===== src/rtl/smartcar_pkg.sv =====
// Shared constants for the smart-car sensor front end: sensor count, clock-derived
// filter timings and the last-seen-side encodings used for recovery steering.
package smartcar_pkg;

    localparam int N_SENS_DEFAULT = 4;
    localparam int CLK_HZ_DEFAULT = 50_000_000;

    // 1 ms debounce window and 0.5 s line-lost window at the default clock
    localparam int STABLE_CYCLES_DEFAULT = CLK_HZ_DEFAULT / 1000;
    localparam int LOST_CYCLES_DEFAULT   = CLK_HZ_DEFAULT / 2;
    localparam int CNT_W_DEFAULT         = 25;

    typedef enum logic [1:0] {
        SIDE_NONE   = 2'b00,
        SIDE_LEFT   = 2'b01,
        SIDE_RIGHT  = 2'b10,
        SIDE_CENTRE = 2'b11
    } side_e;

endpackage


===== src/rtl/sensor_debounce.sv =====
// Single-bit conditioner: two-flop synchroniser followed by a run-length debounce
// that flips the filtered level only after STABLE_CYCLES consecutive disagreements.
module sensor_debounce #(
    parameter int STABLE_CYCLES = 50000,
    parameter int CNT_W         = 25
) (
    input  logic clk,
    input  logic rst,
    input  logic sens_raw,
    output logic filt,
    output logic filt_next,
    output logic toggle
);

    localparam logic [CNT_W-1:0] STABLE_MAX = CNT_W'(STABLE_CYCLES - 1);
    localparam logic [CNT_W-1:0] CNT_ONE    = CNT_W'(1);

    logic             sync1_r;
    logic             sync2_r;
    logic [CNT_W-1:0] cnt_r;
    logic [CNT_W-1:0] cnt_next_s;
    logic             filt_r;
    logic             toggle_r;
    logic             flip_s;

    // Disagreement counter: any agreement restarts the window
    always_comb begin
        cnt_next_s = '0;
        flip_s     = 1'b0;
        if (sync2_r == filt_r) begin
            cnt_next_s = '0;
        end else if (cnt_r == STABLE_MAX) begin
            flip_s     = 1'b1;
            cnt_next_s = '0;
        end else begin
            cnt_next_s = cnt_r + CNT_ONE;
        end
    end

    // Synchroniser, counter, filtered level and toggle strobe
    always_ff @(posedge clk) begin
        if (rst) begin
            sync1_r  <= 1'b0;
            sync2_r  <= 1'b0;
            cnt_r    <= '0;
            filt_r   <= 1'b0;
            toggle_r <= 1'b0;
        end else begin
            sync1_r  <= sens_raw;
            sync2_r  <= sync1_r;
            cnt_r    <= cnt_next_s;
            filt_r   <= filt_r ^ flip_s;
            toggle_r <= flip_s;
        end
    end

    assign filt      = filt_r;
    assign filt_next = filt_r ^ flip_s;
    assign toggle    = toggle_r;

endmodule


===== src/rtl/line_sensor_filter.sv =====
// Conditions the raw line-tracking sensors into a debounced path vector, plus a
// change pulse, a sustained line-lost flag and the last side the line was seen on.
module line_sensor_filter
    import smartcar_pkg::*;
#(
    parameter int N_SENS        = N_SENS_DEFAULT,
    parameter int STABLE_CYCLES = STABLE_CYCLES_DEFAULT,
    parameter int LOST_CYCLES   = LOST_CYCLES_DEFAULT,
    parameter int CNT_W         = CNT_W_DEFAULT
) (
    input  logic              clk,
    input  logic              rst,
    input  logic [N_SENS-1:0] sens_raw,
    output logic [N_SENS-1:0] path_sig,
    output logic              path_chg,
    output logic              line_lost,
    output logic [1:0]        last_side
);

    localparam int               HALF     = N_SENS / 2;
    localparam logic [CNT_W-1:0] LOST_MAX = CNT_W'(LOST_CYCLES - 1);
    localparam logic [CNT_W-1:0] CNT_ONE  = CNT_W'(1);

    logic [N_SENS-1:0] path_sig_s;
    logic [N_SENS-1:0] path_next_s;
    logic [N_SENS-1:0] toggle_s;
    logic [CNT_W-1:0]  lost_cnt_r;
    logic [CNT_W-1:0]  lost_cnt_next_s;
    logic              line_lost_r;
    logic              line_lost_next_s;
    side_e             last_side_r;
    side_e             side_next_s;

    for (genvar i = 0; i < N_SENS; i++) begin : g_bit
        sensor_debounce #(
            .STABLE_CYCLES(STABLE_CYCLES),
            .CNT_W        (CNT_W)
        ) u_deb (
            .clk      (clk),
            .rst      (rst),
            .sens_raw (sens_raw[i]),
            .filt     (path_sig_s[i]),
            .filt_next(path_next_s[i]),
            .toggle   (toggle_s[i])
        );
    end

    // Lost timer counts only across edges where the vector stays all-zero, so the
    // first all-zero cycle always carries count 0 whether it follows reset or a line
    always_comb begin
        lost_cnt_next_s  = '0;
        line_lost_next_s = 1'b0;
        side_next_s      = last_side_r;
        if ((path_next_s != '0) || (path_sig_s != '0)) begin
            lost_cnt_next_s = '0;
        end else if (lost_cnt_r == LOST_MAX) begin
            lost_cnt_next_s = LOST_MAX;
        end else begin
            lost_cnt_next_s = lost_cnt_r + CNT_ONE;
        end
        line_lost_next_s = (path_next_s == '0) && (lost_cnt_next_s == LOST_MAX);
        case ({|path_next_s[N_SENS-1:HALF], |path_next_s[HALF-1:0]})
            2'b10:   side_next_s = SIDE_LEFT;
            2'b01:   side_next_s = SIDE_RIGHT;
            2'b11:   side_next_s = SIDE_CENTRE;
            default: side_next_s = last_side_r;
        endcase
    end

    // Lost timer, lost flag and last-seen side registers
    always_ff @(posedge clk) begin
        if (rst) begin
            lost_cnt_r  <= '0;
            line_lost_r <= 1'b0;
            last_side_r <= SIDE_NONE;
        end else begin
            lost_cnt_r  <= lost_cnt_next_s;
            line_lost_r <= line_lost_next_s;
            last_side_r <= side_next_s;
        end
    end

    assign path_sig  = path_sig_s;
    assign path_chg  = |toggle_s;
    assign line_lost = line_lost_r;
    assign last_side = last_side_r;

endmodule


===== config.mk =====
export PLATFORM = sky130hd
export DESIGN_NAME = line_sensor_filter
export DESIGN_NICKNAME = d
export VERILOG_FILES = /design/src/rtl/smartcar_pkg.sv /design/src/rtl/sensor_debounce.sv /design/src/rtl/line_sensor_filter.sv
export SDC_FILE = /design/constraint.sdc
export NUM_CORES = 1
export LEC_CHECK = 0
export CORE_MARGIN = 4
export CORE_UTILIZATION = 39
export CTS_BUF_LIST = sky130_fd_sc_hd__clkbuf_16
export DETAILED_ROUTE_END_ITERATION = 8
export PLACE_DENSITY = 0.54
export SYNTH_ARGS = -nofsm -noshare
export SYNTH_HDL_FRONTEND = slang
export SYNTH_SLANG_ARGS = --single-unit

===== constraint.sdc =====
create_clock -name clk -period 3 [get_ports clk]
set_input_delay 0.9 -clock clk [delete_from_list [all_inputs] [get_ports clk]]
set_output_delay 0.9 -clock clk [all_outputs]
set_load 0.02 [all_outputs]

==> summary.md, run 1 <==
| Metric | Value |
|---|---|
| Top delay family on crit path | simple AND/OR/NAND/NOR gates |
| Setup violations, final | 0 |
| Clk pwr share | 0.494 |
| Mapped Nets | 762 |
| Tmin final | 2.75 ns |
| Pleak | 2.38 nW |
| Crit path launch type | register |
| WP data required | 3.34 ns |
| Vias | 5105 |
| Seq/Total Area, Yosys | 0.443 |
| Buf/Inv on CP | 1 |
| Final Max Tran Viols | 0 |
| Commonest non-fill, non-tap cell in the layout | nor2_1 |
| Reg-to-Reg Start | g_bit[3].u_deb.cnt_r[10] |
| Setup TNS | 0 ns |
| Final period util | 0.917 |
| Post-synthesis mux area share | 0.00847 |
| Cell total after placement | 962 |
| CTS buffer count | 17 |
| Crit. Startpoint | g_bit[3].u_deb.cnt_r[10] |
| Cells on worst reg2reg path | 7 |
| Chip height | 137 um |
| Initial antenna violation count | 0 |
| Grt total ovfl | 0 |
| Largest net degree at the start of global routing | 26 |
| Post-CTS Resized | 0 |
| Core Area | 16100 um^2 |
| Final Non-Filler Cells | 994 |
| Cell Int Power | 3.14 mW |
| Total power | 3.94 mW |
| Adder-Cell Fraction of Synth Area | 0.00962 |
| Synth Warn # | 0 |
| Commonest cells after routing, fill and taps aside | nor2_1, dfxtp_1, xor2_1, nand2_1 |
| Max transition margin | 0.423 |
| Synthesis-to-layout area growth | 13.3% |
| Max cap viols | 0 |
| Most frequent CP cell | nor3_1 |
| Post-DP Area | 6830 um^2 |
| Die footprint | 18800 um^2 |
| Sequential power share | 0.490 |
| Main combinational cell family by area after synthesis | simple AND/OR/NAND/NOR gates |
| Die W | 137 um |
| Pwr Density | 535 nW/um^2 |
| Worst path cell trace | or4b_1 > or4_1 > nor3_1 > mux2i_1 > nand4_2 > buf_4 > nor3_1 |
| Final GP Congestion | 0.822 |
| Critical path type | register to register |
| Complex-gate fraction of the synthesized area | 0.0396 |
| Switch Pwr | 0.804 mW |
| Via density | 5.14 |
| CP Capture Point | lost_cnt_r[9] |
| Slowest stage cell, crit path | or4b_1 |
| CTS hold repair buffers | 0 |
| Power share of the combinational group | 0.015 |
| CTS tree | yes |
| Max Buffers Root-to-Sink | 2 |
| EDFF count, synth | 0 |
| Clock-pin slew on the worst setup and hold paths | 0.06 ns |
| Overall Global Routing Usage | 0.149 |
| Netlist cell types | 55 |
| Mean Syn Cell Area | 8.66 um^2 |
| Number of global-route vias before repair | 4854 |
| Crit path DAT | 3.09 ns |
| F_max | 364 MHz |
| I/O pin count | 14 |
| Final hold vios | 0 |
| Fraction of layout cells with a size suffix above 1 | 0.0540 |
| Mapped cell area | 6500 um^2 |
| Root buffer cell | clkbuf_16 |
| HP Class | register to register |
| Reg2Reg Setup Slack | 0.25 ns |
| Initial Util | 0.403 |
| Crit-path max FO | 25 |
| Drt first pass iters | 4 |
| Post-synthesis simple-gate area fraction | 0.313 |
| R2R Path End | lost_cnt_r[9] |
| Status | finished clean |
| Number of H-tree levels | 4 |
| Routed len/inst | 13.2 um |
| Synth Instances | 751 |
| Setup repair bufs after CTS | 0 |
| Post-synth ARST share | 0 |
| Worst-Skew Late Latency | 0.41 ns |
| Global-route wire length before repair | 22600 um |
| Worst VDD drop | 0.000493 V |
| Ant diodes | 0 |
| Net count, final | 776 |
| Skew final | 0.00702 ns |
| Synth Register Bits | 144 |
| CP peak stage delay | 0.51 ns |
| Clock tree sinks | 144 |
| Final WL | 13100 um |
| Std-Cell Rows | 46 |
| Design area | 7370 um^2 |
| Routed Antenna Nets | 0 |
| XOR/XNOR Fraction of Synth Area | 0.151 |
| WP depth | 7 |
| RSZ-0062 raised after global routing | no |
| Switching Share | 0.204 |
| Primary FF master, synth | dfxtp_1 |
| Critical Path Sink Type | register |
| # DRC | 0 |
| Number of port buffers | 13 |
| Actual slew at the worst max-slew pin | 0.866 ns |
| Detailed placer's ending HPWL | 9210 um |
| Initial detailed-routing violation count | 223 |
worst register-to-register path: cells and delay by family, from the launching register on:
family | cells | cell delay (ns)
flip-flops | 1 | 0.35
multiplexers | 1 | 0.40
buffers and inverters | 1 | 0.26
AND/OR/NAND/NOR | 5 | 1.66
power groups by stage:
| stage | Combinational, mW | Sequential (mW) | Clock (mW) |
|---|---|---|---|
| 6_report | 0.0601 | 1.93 | 1.95 |
| 5_1_grt | 0.0683 | 1.93 | 2.08 |
| 2_1_floorplan | 0.0460 | 1.97 | 0 |
| 3_5_place_dp | 0.0608 | 1.97 | 0 |
| 4_1_cts | 0.0610 | 1.93 | 2.01 |
| 3_3_place_gp | 0.0595 | 1.97 | 0 |
logic make-up after synthesis:
family / count (synthesis)
AO/OA/AOI/OAI: 40
XOR/XNOR: 112
adder cells (fa/ha/maj): 5
buffers and inverters: 47
flip-flops: 144
multiplexers: 5
AND/OR/NAND/NOR: 398
layout make-up:
| class | instances | area [um^2] |
|---|---|---|
| fillers | 1605 | 8750 |
| multi-input cells | 560 | 3390 |
| flip-flops and latches | 144 | 2880 |
| clock buffers | 17 | 425 |
| well taps | 216 | 270 |
| repair buffers | 24 | 213 |
| clock inverters | 15 | 116 |
| inverters | 18 | 67.6 |
registers in the layout (all words and copies together), names as in the netlist:
signal and flops:
g_bit.u_deb.cnt_r 100, lost_cnt_r 25, g_bit.u_deb.filt 4, g_bit.u_deb.sync1_r 4
g_bit.u_deb.sync2_r 4, g_bit.u_deb.toggle 4, last_side 2, line_lost 1
layer usage:
metal  track usage  wire length (um)
met1         0.192              6480
met5             0                 0
met4        0.0726               331
met3        0.0338               374
met2         0.235              5950
synthesized netlist by cell type (2+ instances only):
cell      instances  share of area
a211oi_1          2         0.0023
a21oi_1          15          0.012
a31oi_1           2         0.0019
and2_1            5         0.0048
and3_1           15          0.014
and4_1           11          0.015
buf_2             4         0.0031
buf_4             6         0.0069
buf_6             3         0.0052
clkbuf_1         15         0.0087
dfxtp_1         144           0.44
ha_1              5         0.0096
inv_1            18          0.010
mux2i_1           3         0.0046
nand2_1          47          0.027
nand2b_1          9         0.0087
nand3_1          46          0.035
nand4_1          28          0.027
nand4b_1          2         0.0027
nor2_1          148          0.085
nor2b_1          10         0.0096
nor3_1           17          0.013
nor4_1           19          0.018
nor4b_1           6         0.0081
nor4bb_1          2         0.0031
o211ai_1          3         0.0035
o21ai_0           7         0.0054
or2_2             3         0.0029
or3_1             8         0.0077
or4_1            10          0.012
or4b_1            4         0.0062
xnor2_1          46          0.062
xor2_1           66          0.089
worst min path at each step:
stage | slack, ns | end | cells past startpoint | from
finish | 0.44 | g_bit[2].u_deb.sync2_r | 1 | g_bit[2].u_deb.sync1_r
global route | 0.46 | g_bit[3].u_deb.sync2_r | 1 | g_bit[3].u_deb.sync1_r
CTS | 0.45 | g_bit[2].u_deb.sync2_r | 1 | g_bit[2].u_deb.sync1_r
detailed placement | 0.43 | g_bit[1].u_deb.sync2_r | 1 | g_bit[1].u_deb.sync1_r
global placement | 0.42 | g_bit[0].u_deb.sync2_r | 1 | g_bit[0].u_deb.sync1_r
floorplan | 0.41 | g_bit[0].u_deb.cnt_r[0] | 1 | g_bit[0].u_deb.cnt_r[0]
through the flow:
stage | hold slack, ns | setup WS, ns | utilization
CTS | 0.448 | 0.203 | 0.457
detailed placement | 0.430 | 0.194 | 0.424
finish | 0.439 | 0.250 | 0.457
global placement | 0.420 | 0.273 | 0.424
floorplan | 0.413 | 0.493 | -
global route | 0.462 | 0.0197 | 0.457
No activity file was read; power rests on OpenSTA's default activity.
==> run 2: changes to the inputs <==
--- a/config.mk
+++ b/config.mk
@@ -6,10 +6,10 @@
 export NUM_CORES = 1
 export LEC_CHECK = 0
 export CORE_MARGIN = 4
-export CORE_UTILIZATION = 39
+export CORE_UTILIZATION = 38
 export CTS_BUF_LIST = sky130_fd_sc_hd__clkbuf_16
 export DETAILED_ROUTE_END_ITERATION = 8
-export PLACE_DENSITY = 0.54
+export PLACE_DENSITY = 0.53
 export SYNTH_ARGS = -nofsm -noshare
 export SYNTH_HDL_FRONTEND = slang
 export SYNTH_SLANG_ARGS = --single-unit
==> run 2 against run 1 <==
Critical path depth decreased by 5. Routed wire length increased by 1.2%. Combinational power barely moved. Sequential cell count unchanged. First-iteration DRC count rose by 14%. Register-to-register slack better by 0.07 ns. Critical path type is now register to output pin. Critical endpoint is now path_chg. Largest power group unchanged.
==> summary.md, run 2 (synthesized netlist as in run 1, its figures left out) <==
| Metric | Value |
|---|---|
| Total power | 4.11 mW (+4.3%) |
| Max transition margin | 0.434 (+0.0108) |
| Clock-pin slew on the worst setup and hold paths | 0.06 ns (about the same) |
| Routed Antenna Nets | 0 (unchanged) |
| Number of global-route vias before repair | 4869 (+0.31%) |
| Cells on worst reg2reg path | 7 (unchanged) |
| Status | finished clean |
| HP Class | register to register |
| Grt total ovfl | 0 (unchanged) |
| Final WS setup | 0.290 ns (+0.0395 ns) |
| Most flop-heavy register | g_bit.u_deb.cnt_r |
| Setup TNS | 0 ns (unchanged) |
| Initial antenna violation count | 0 (unchanged) |
| Final GP Congestion | 0.845 (+2.7%) |
| Routed len/inst | 13.3 um (+0.77%) |
| Initial detailed-routing violation count | 255 (+14%) |
| Initial Util | 0.389 (-0.0141) |
| Largest net degree at the start of global routing | 26 (unchanged) |
| Final hold vios | 0 (unchanged) |
| Final period util | 0.903 (-0.0132) |
| Number of H-tree levels | 4 (unchanged) |
| Setup repair bufs after CTS | 0 (unchanged) |
| Post-CTS Resized | 0 (unchanged) |
| Hold Path Depth | 1 (unchanged) |
| Critical path type | register to output pin |
| RSZ-0062 raised after global routing | no |
| Place WS | 0.187 ns (-0.00709 ns) |
| Biggest regs | g_bit.u_deb.cnt_r (100), lost_cnt_r (25) |
| Crit path DAT | 1.81 ns (-1.28 ns) |
| Worst VDD drop | 0.000503 V (+2.0%) |
| F_max | 369 MHz (+1.5%) |
| Critical Path Sink Type | output pin |
| CTS buffer count | 17 (unchanged) |
| Max reg flops | 100 (unchanged) |
| Setup violations, final | 0 (unchanged) |
| Tmin final | 2.71 ns (-0.0395 ns) |
| Drt first pass iters | 5 (+1) |
| CTS hold repair buffers | 0 (unchanged) |
| Via density | 5.11 (-0.44%) |
| Ant diodes | 0 (unchanged) |
| Pwr Density | 553 nW/um^2 (+3.4%) |
| Synthesis-to-layout area growth | 14.4% |
| Commonest non-fill, non-tap cell in the layout | nor2_1 |
| Cell total after placement | 966 (+0.42%) |
| Max Buffers Root-to-Sink | 2 (unchanged) |
| Overall Global Routing Usage | 0.141 (-0.00805) |
| WP data required | 2.10 ns (-1.24 ns) |
| Clock tree sinks | 144 (unchanged) |
| Die W | 139 um (+1.2%) |
| Std-Cell Rows | 47 (+2.2%) |
| Final Non-Filler Cells | 998 (+0.40%) |
| Net count, final | 776 (unchanged) |
| Skew final | 0.00866 ns (+0.00163 ns) |
| Die footprint | 19300 um^2 (+2.5%) |
| Core Area | 16700 um^2 (+3.6%) |
| Fraction of layout cells with a size suffix above 1 | 0.0668 (+0.0129) |
| Vias | 5103 (-0.039%) |
| Global-route wire length before repair | 22800 um (+0.61%) |
| Max cap viols | 0 (unchanged) |
| # DRC | 0 (unchanged) |
| Detailed placer's ending HPWL | 9390 um (+2.0%) |
| CTS tree | yes |
| Pleak | 2.37 nW (-0.29%) |
| Actual slew at the worst max-slew pin | 0.849 ns (-0.0162 ns) |
| Root buffer cell | clkbuf_16 |
| Commonest cells after routing, fill and taps aside | nor2_1, dfxtp_1, xor2_1, nand2_1 |
| Final Max Tran Viols | 0 (unchanged) |
| Chip height | 139 um (+1.2%) |
| Worst-Skew Late Latency | 0.42 ns (about the same) |
| Crit-path max FO | 1 (-96%) |
| Final WL | 13300 um (+1.2%) |
| Min Hold Slack | 0.436 ns (-0.00309 ns) |
| Number of port buffers | 13 (unchanged) |
| I/O pin count | 14 (unchanged) |
| Crit path launch type | register |
==> run 2: changes by cell type in the layout (fill, tap and decap cells not counted) <==
cell        delta
nor3_2         +1
clkinv_4       +2
clkinvlp_4     +3
mux2i_2        +1
clkinv_2       +1
bufinv_16      +1
nor3_1         -1
clkinv_1       -1
inv_1          -7
inv_6          +1
mux2i_1        -1
==> run 2: metrics by stage <==
stage / instance area, um^2 / util
after CTS: 7430 / 0.445
after floorplan: 6500 / -
after global routing: 7440 / 0.445
final: 7440 / 0.445
after detailed placement: 6830 / 0.409
after global placement: 6830 / 0.409
==> run 2: path summary, 6_finish.rpt <==
check                            from                      to  slack, ns
max             g_bit[1].u_deb.toggle                path_chg       0.29
min            g_bit[0].u_deb.sync1_r  g_bit[0].u_deb.sync2_r       0.44
max reg2reg  g_bit[3].u_deb.cnt_r[10]           lost_cnt_r[9]       0.32
min reg2reg    g_bit[0].u_deb.sync1_r  g_bit[0].u_deb.sync2_r       0.44
==> run 2: per-layer routing <==
layer	track usage	vias to the layer above	part of all wire
li1	-	2606	-
met1	0.182	2427	0.48
met2	0.229	57	0.48
met3	0.0352	13	0.031
met4	0.0510	0	0.011
met5	0	-	0
==> run 2: power by group <==
group / total (mW) / switching (mW) / leakage, nW / internal (mW)
logic: 0.0599 / 0.0360 / 0.924 / 0.0239
registers: 1.93 / 0.00927 / 1.16 / 1.92
clock network: 2.12 / 0.816 / 0.286 / 1.30
==> run 2: worst max-delay path: stages (launching register included) <==
cell and delay (ns):
dfxtp_1 0.29, or4_1 0.54, clkdlybuf4s50_1 0.56
==> run 2: layout make-up <==
class                           count  area, um^2
Clock buffer                       17         425
Timing Repair Buffer               24         213
Inverter                           18        67.6
Clock inverter                     15         170
Sequential cell                   144        2880
Fill cell                        1652        9270
Multi-Input combinational cell    560        3400
Tap cell                          220         275
==> run 3: changes to the inputs <==
--- a/config.mk
+++ b/config.mk
@@ -5,7 +5,6 @@
 export SDC_FILE = /design/constraint.sdc
 export NUM_CORES = 1
 export LEC_CHECK = 0
-export CORE_MARGIN = 4
 export CORE_UTILIZATION = 38
 export CTS_BUF_LIST = sky130_fd_sc_hd__clkbuf_16
 export DETAILED_ROUTE_END_ITERATION = 8
==> run 3 against run 2 <==
Non-clock buffer count is the same. Critical path depth is 5 higher. Routed wire length fell by 3.3%. Sequential power barely moved. Worst hold slack got worse by 0.0017 ns. Via count shrank 1.7%. Critical endpoint is now lost_cnt_r[17]. Highest routed layer unchanged.
==> summary.md, run 3 (synthesized netlist as in run 1, its figures left out) <==
| Metric | Value |
|---|---|
| Status | finished clean |
| Setup TNS | 0 ns (unchanged) |
| Clk pwr share | 0.513 (-0.002) |
| Via density | 5.02 (-1.7%) |
| Commonest cells after routing, fill and taps aside | nor2_1, dfxtp_1, xor2_1, nand2_1 |
| Max reg flops | 100 (unchanged) |
| Routed Antenna Nets | 0 (unchanged) |
| Die footprint | 17600 um^2 (-8.5%) |
| Filler cell count | 1617 (-2.1%) |
| Max Buffers Root-to-Sink | 2 (unchanged) |
| CTS tree | yes |
| Net count, final | 776 (unchanged) |
| Crit path DAT | 3.12 ns (+1.31 ns) |
| Biggest regs | g_bit.u_deb.cnt_r (100), lost_cnt_r (25) |
| CTS buffer count | 17 (unchanged) |
| Fraction of layout cells with a size suffix above 1 | 0.0604 (-0.00643) |
| Commonest non-fill, non-tap cell in the layout | nor2_1 |
| Most flop-heavy register | g_bit.u_deb.cnt_r |
| Drt first pass iters | 4 (-1) |
| WP data required | 3.33 ns (+1.23 ns) |
| Cell Int Power | 3.25 mW (about the same) |
| Post-DP Area | 6830 um^2 (unchanged) |
| HP Class | register to register |
| Number of global-route vias before repair | 4772 (-2.0%) |
| Setup repair bufs after CTS | 0 (unchanged) |
| Vias | 5014 (-1.7%) |
| Initial detailed-routing violation count | 218 (-15%) |
| Worst path cell trace | or4b_1 > or4_1 > nor3_1 > mux2i_1 > nand4_2 > buf_4 > nor3_1 |
| Switching Share | 0.206 (-0.00390) |
| Multi-input gate area | 3390 um^2 (-0.26%) |
| Initial antenna violation count | 0 (unchanged) |
| Slowest stage cell, crit path | or4b_1 |
| Final period util | 0.932 (+0.0282) |
| Tmin final | 2.79 ns (+0.0845 ns) |
| # DRC | 0 (unchanged) |
| CTS hold repair buffers | 0 (unchanged) |
| Number of port buffers | 13 (unchanged) |
| Largest net degree at the start of global routing | 26 (unchanged) |
| Worst-Skew Late Latency | 0.41 ns (about the same) |
| Power share of the combinational group | 0.014 (about the same) |
| Die W | 133 um (-4.3%) |
| Final GP Congestion | 0.831 (-1.6%) |
| Crit-path max FO | 25 (+24) |
| Post-CTS Resized | 0 (unchanged) |
| Clock-pin slew on the worst setup and hold paths | 0.06 ns (about the same) |
| F_max | 358 MHz (-3.0%) |
| Top delay family on crit path | simple AND/OR/NAND/NOR gates |
| Chip height | 133 um (-4.3%) |
| Max cap viols | 0 (unchanged) |
| Synthesis-to-layout area growth | 14.2% |
| Setup violations, final | 0 (unchanged) |
| Detailed placer's ending HPWL | 9160 um (-2.5%) |
| Pwr Density | 551 nW/um^2 (-0.33%) |
| Routed len/inst | 12.9 um (-3.3%) |
| Core Area | 16600 um^2 (-0.35%) |
| I/O pin count | 14 (unchanged) |
| Root buffer cell | clkbuf_16 |
| Critical path type | register to register |
| Sequential power share | 0.472 (+0.002) |
| RSZ-0062 raised after global routing | no |
| Flip-flop and latch area | 2880 um^2 (unchanged) |
| Actual slew at the worst max-slew pin | 0.842 ns (-0.00738 ns) |
| Crit path launch type | register |
| Final WL | 12800 um (-3.3%) |
| CP peak stage delay | 0.54 ns (-0.02 ns) |
| Pleak | 2.38 nW (+0.35%) |
| Buf/Inv on CP | 1 (unchanged) |
| Skew final | 0.00727 ns (-0.00139 ns) |
| Overall Global Routing Usage | 0.157 (+0.0161) |
| Final Max Tran Viols | 0 (unchanged) |
| Max transition margin | 0.439 (+0.00492) |
| Most frequent CP cell | nor3_1 |
| Critical Path Sink Type | register |
| Grt total ovfl | 0 (unchanged) |
| Global-route wire length before repair | 22300 um (-2.2%) |
| Final hold vios | 0 (unchanged) |
| Initial Util | 0.391 (+0.00138) |
| Ant diodes | 0 (unchanged) |
| Std-Cell Rows | 47 (unchanged) |
| Switch Pwr | 0.841 mW (-2.3%) |
| Design area | 7420 um^2 (-0.15%) |
| Clock tree sinks | 144 (unchanged) |
| Worst VDD drop | 0.000404 V (-20%) |
| Number of H-tree levels | 4 (unchanged) |
[run 3: cell types whose count changed in the layout (fill, tap and decap cells not counted), sizes merged]
cell      before  now
clkinvlp       4    0
clkinv         6    9
inv           20   21
[run 3: final timing paths]
check                                         endpoint  slack [ns]  cells after the start                      from
worst max-delay path                    lost_cnt_r[17]        0.21                      7  g_bit[3].u_deb.cnt_r[10]
worst min-delay path            g_bit[2].u_deb.sync2_r        0.43                      1    g_bit[2].u_deb.sync1_r
worst max register to register          lost_cnt_r[17]        0.21                      7  g_bit[3].u_deb.cnt_r[10]
worst min register to register  g_bit[2].u_deb.sync2_r        0.43                      1    g_bit[2].u_deb.sync1_r
[run 3: per-stage QoR]
stage / hold slack (ns) / cells / util / power (mW) / setup slack (ns)
3_5_place_dp: 0.424 / 966 / 0.410 / 2.03 / 0.207
5_1_grt: 0.452 / 998 / 0.446 / 4.25 / 0.00412
3_3_place_gp: 0.421 / 966 / 0.410 / 2.03 / 0.266
2_1_floorplan: 0.413 / 751 / - / 2.02 / 0.493
4_1_cts: 0.439 / 998 / 0.446 / 4.16 / 0.182
6_report: 0.434 / 998 / 0.446 / 4.09 / 0.205
[run 3: power by group through the flow]
stage               Combinational, mW  Sequential, mW  Clock, mW
global route                   0.0649            1.93       2.26
finish                         0.0583            1.93       2.10
floorplan                      0.0460            1.97          0
global placement               0.0580            1.97          0
detailed placement             0.0591            1.97          0
CTS                            0.0590            1.93       2.17
[run 3: metal layers]
layer  up-vias  GRT usage  routed length, um
met4         0     0.0517                 59
li1       2614          -                  -
met2        46      0.253               6060
met1      2350      0.200               6340
met5         -          0                  0
met3         4     0.0467                379
[run 3: final cells by class]
class                   instances  share of cell area
clock buffers                  17              0.0573
clock inverters                15              0.0226
inverters                      18             0.00910
multi-input cells             560               0.457
flip-flops and latches        144               0.388
well taps                     220              0.0371
repair buffers                 24              0.0286
==> RTL change 1 (flow settings as in run 3) <==
Register the input `sens_raw` before use, without a reset. The logic sees it one clock later.
--- a/src/rtl/line_sensor_filter.sv
+++ b/src/rtl/line_sensor_filter.sv
@@ -23,2 +23,8 @@
 
+    logic [N_SENS-1:0] sens_raw_q;
+
+    always_ff @(posedge clk) begin
+        sens_raw_q <= sens_raw;
+    end
+
     logic [N_SENS-1:0] path_sig_s;
@@ -40,3 +46,3 @@
             .rst      (rst),
-            .sens_raw (sens_raw[i]),
+            .sens_raw (sens_raw_q[i]),
             .filt     (path_sig_s[i]),
Function: same outputs for any inputs over 10 cycles, from zero or initial values and one cycle with rst high; that may be too few to reach the edited logic, so the function may still have changed.
==> RTL change 1 against run 3 <==
Worst setup slack lost 0.078 ns. Area after synthesis shrank 1.0%. Global-route usage decreased by 0.49 points. Core utilization grew 0.33 points. Critical path depth is the same. Power rose by 0.67%. Hold slack better by 0.0044 ns. Synthesized cell count is the same. Final area up 0.39%. Sequential cell count increased by 4. Wire length is 2.3% lower. Clock skew up 0.0015 ns. Largest cell class unchanged. Highest routed layer unchanged.
==> RTL change 1: results (changes against run 3) <==
[outcome]
status = finished, final reports clean

[synth]
yosys-top-cells-area = dfxtp_1 46%, nor2_1 8.6%, xor2_1 7.6%, xnor2_1 6.8%, nand3_1 3.4%
synth-adder-area-share_pct = 0.972  ; +0.0099 points
synth_mux_area_share_pct = 0.622  ; -0.22 points
synth-compound-area-share_pct = 4.28  ; +0.31 points
yosysSeqAreaShare_pct = 46.0  ; +1.7 points
avgSynthCellArea_sq_um = 8.57  ; -1.0%
synth_common_cells = 148 x dfxtp_1, 147 x nor2_1, 56 x xor2_1
synth_xor_area_share_pct = 14.4  ; -0.66 points
async_flop_share_pct = 0  ; unchanged
post_synth_num_cell_types = 43  ; -22%

[grt]
grt_pass1_vias = 4705  ; -1.4%
grt_use_total_pct = 15.2  ; -0.49 points
grt_pass1_wl_mm = 21.8  ; -2.3%

[timing]
period_share_pct = 95.7  ; +2.6 points
holdWs_ns = 0.439  ; +0.00437 ns
relSlewSlack_pct = 43.6  ; -0.30 points
fin_skew_ns = 0.00880  ; +0.00153 ns

[power]
ir_worst_vdd_mv = 0.403  ; -0.20%
p_comb_uw = 54.7  ; -6.2%
switchingPower_uw = 886  ; +5.3%
fin_total_pwr_mw = 4.12  ; +0.67%
p_leak_nw = 2.46  ; +3.5%
powerSeq_mw = 1.99  ; +3%

[worst_setup_path]
crit_arrival_ns = 3.20  ; +0.08 ns
crit_start = g_bit[3].u_deb.cnt_r[13]
cp_slowest_cell = or4_4
ff2ff_setup_slack_ns = 0.13  ; -0.08 ns
path_max_fanout = 3  ; -88%
crit_path_end = line_lost

[route]
post_drt_via_cell_ratio = 4.90  ; -2.5%
drt_iter0_drc = 251  ; +15%
num_vias = 4914  ; -2.0%
wl_per_cell_um = 12.5  ; -2.8%
met2WireLength_mm = 5.64  ; -7.0%
wl_met3_um = 393  ; +3.7%
drt-met1-wl_mm = 6.32  ; -0.36%

[clocking]
clk_latency_ns = 0.42

[hold_path]
hold_path.startpoint = g_bit[3].u_deb.sync1_r
hold_end = g_bit[3].u_deb.sync2_r

[placed_design]
io_buffers = 13  ; unchanged
dpl-instance-area_sq_um = 6860  ; +0.46%
gp_congestion = 0.809  ; -2.7%
hpwl_mm = 8.83  ; -3.6%
pre_cts_ws_ns = 0.0627  ; -0.145 ns
dp_cells = 971  ; +0.52%

[layout]
drive_above_1_share_pct = 7.54  ; +1.5 points
nets = 781  ; +0.64%
fillers = 1682  ; +4.0%

==> RTL change 1: cell types whose count changed after synthesis, moves of 6 or more <==
cell	delta
and3_1	+12
a21oi_1	+11
clkbuf_1	+10
o21ai_0	+10
xor2_1	-10
or3_1	+7
and4_1	-6
nor3_1	-6
or4_1	-6
==> RTL change 1: final cells by class <==
| type | count | area (sq um) | area share [%] |
|---|---|---|---|
| inverters | 17 | 63.8 | 0.856 |
| flip-flops and latches | 148 | 2960 | 39.8 |
| repair buffers | 29 | 275 | 3.69 |
| clock buffers | 17 | 425 | 5.71 |
| clock inverters | 15 | 158 | 2.12 |
| multi-input cells | 557 | 3290 | 44.2 |
| well taps | 220 | 275 | 3.69 |
==> RTL change 1: routing by layer <==
| layer | vias to the layer above | track usage (%) |
|---|---|---|
| met5 | - | 0 |
| met4 | 0 | 5.10 |
| met3 | 19 | 4.50 |
| met2 | 44 | 24.3 |
| met1 | 2274 | 19.6 |
| li1 | 2577 | - |
==> RTL change 2 (settings of run 3) <==
Without the edit above. Change the package constant `CNT_W_DEFAULT` from 25 to 50.
--- a/src/rtl/smartcar_pkg.sv
+++ b/src/rtl/smartcar_pkg.sv
@@ -10,3 +10,3 @@
     localparam int LOST_CYCLES_DEFAULT   = CLK_HZ_DEFAULT / 2;
-    localparam int CNT_W_DEFAULT         = 25;
+    localparam int CNT_W_DEFAULT         = 50;
 
Behaviour: no difference found for any inputs over 10 cycles, from zero or initial values and one cycle with rst high; that may be too few to reach the edited logic, so the function may still have changed.
==> RTL change 2 against run 3 <==
Via count grew 110%. Power up 88%. Final area increased by 100%. Sequential cell count is 125 higher. Clock power increased by 92%. Wire length up 120%. Worst setup slack worse by 0.10 ns. Largest cell class unchanged. Area after synthesis up 94%.
==> RTL change 2: results (changes against run 3) <==
[timing]
relSlewSlack_pct = 64.0  ; +20 points
holdWs_ns = 0.429  ; -0.00504 ns

[synth]
synth_common_cells = 278 x nor2_1, 269 x dfxtp_1, 125 x xor2_1
post_synth_num_cell_types = 56  ; +1.8%
avgSynthCellArea_sq_um = 8.31  ; -4.0%
yosysSeqAreaShare_pct = 42.7  ; -1.6 points

[layout]
drive_above_1_share_pct = 12.1  ; +6.0 points
largest_reg_flops = 200  ; +100%
top_regs = g_bit.u_deb.cnt_r x200, lost_cnt_r x50
fillers = 3224  ; +99%
nets = 1595  ; +110%

[placed_design]
dpl-instance-area_sq_um = 13700  ; +100%
gp_congestion = 0.848  ; +2.0%
hpwl_mm = 19.7  ; +120%
dp_cells = 1989  ; +110%

[route]
wirelength_mm = 28.3  ; +120%
drt_iter0_drc = 552  ; +150%
num_vias = 10436  ; +110%

[worst_setup_path]
crit_arrival_ns = 1.99  ; -1.13 ns
ff2ff_setup_slack_ns = 0.15  ; -0.06 ns
r2r_start = lost_cnt_r[1]
cp_slowest_cell = or4_1

[outcome]
status = finished, final reports clean

[clocking]
numCtsBuffers = 34  ; +17

[grt]
grt_pass1_wl_mm = 48.2  ; +120%
grt_pass1_vias = 9967  ; +110%
grt_use_total_pct = 17.0  ; +1.4 points

[power]
ir_worst_vdd_mv = 0.347  ; -14%
p_leak_nw = 4.90  ; +110%

[hold_path]
hold_path.startpoint = g_bit[0].u_deb.cnt_r[0]

RTL change 2: cell types whose count changed in the layout (fill, tap and decap cells not counted), moves of 24 or more:
cell,delta
a21oi_1,+27
buf_4,+68
dfxtp_1,+119
nand2_1,+65
nand3_1,+54
nand4_1,+40
nor2_1,+130
o21ai_0,+27
or3_1,+24
xnor2_1,+46
xor2_1,+59
RTL change 2: final cells by class:
| type | count | area (sq um) | share of cell area, % |
|---|---|---|---|
| timing repair buffer | 97 | 823 | 5.47 |
| inverter | 20 | 75.1 | 0.499 |
| tap | 442 | 553 | 3.68 |
| clock buffer | 35 | 876 | 5.82 |
| sequential | 269 | 5390 | 35.9 |
| clock inverter | 25 | 235 | 1.56 |
| multi-input combinational | 1162 | 7080 | 47.1 |
RTL change 2: worst max path at each step:
stage,startpoint,endpoint,slack (ns),cells after the start
after floorplan,g_bit[1].u_deb.cnt_r[8],line_lost,0.12,9
after global placement,g_bit[1].u_deb.cnt_r[8],lost_cnt_r[43],-0.11,11
after detailed placement,g_bit[1].u_deb.cnt_r[8],lost_cnt_r[43],-0.13,11
after CTS,g_bit[0].u_deb.cnt_r[45],line_lost,0.009,9
after global routing,g_bit[1].u_deb.cnt_r[8],lost_cnt_r[28],-0.002,11
final,g_bit[1].u_deb.toggle,path_chg,0.11,2
RTL change 2: metrics by stage:
step / util, % / TNS [ns] / power (mW) / setup slack (ns)
5_1_grt: 46.1 / -0.00195 / 7.99 / -0.00195
6_report: 46.1 / 0 / 7.70 / 0.105
3_3_place_gp: 42.0 / -1.67 / 3.75 / -0.115
3_5_place_dp: 42.0 / -1.75 / 3.75 / -0.133
4_1_cts: 45.4 / 0 / 7.84 / 0.00852
2_1_floorplan: - / 0 / 3.72 / 0.122
RTL change 2: power breakdown:
part / switching, mW / internal [mW] / leakage [nW]
combinational: 0.0499 / 0.0307 / 2.17
clock: 1.56 / 2.47 / 0.566
sequential: 0.00822 / 3.58 / 2.17
total: 1.61 / 6.08 / 4.90
RTL change 2: cells by family after synthesis:
family          count (synthesis)  synth area share (%)
fa+ha+maj                       5                 0.496
xor+xnor                      217                  15.1
compound gates                 94                  4.10
buf+inv                        85                  2.85
flops                         269                  42.7
simple gates                  835                  33.8
mux                            11                 0.913
RTL change 2: metal layers:
metal	GRT usage, %	wire length (um)	vias up	share of wire [%]
met4	5.07	617	0	2.2
met3	2.69	879	50	3.1
met2	27.0	12600	114	45
li1	-	-	5384	-
met5	0	0	-	0
met1	23.7	14200	4888	50
RTL change 2: critical path: cells and delay by family, from the launching register on:
family	cells	cell delay (ns)
buffers and inverters	1	0.58
DFF	1	0.29
and+or+nand+nor	1	0.62
RTL change 2: repair_timing:
action,CTS,global route
pin swaps,1,12
setup buffers,0,1
hold endpoints to repair,0,0
setup endpoints to repair,17,17
resized for setup,4,43
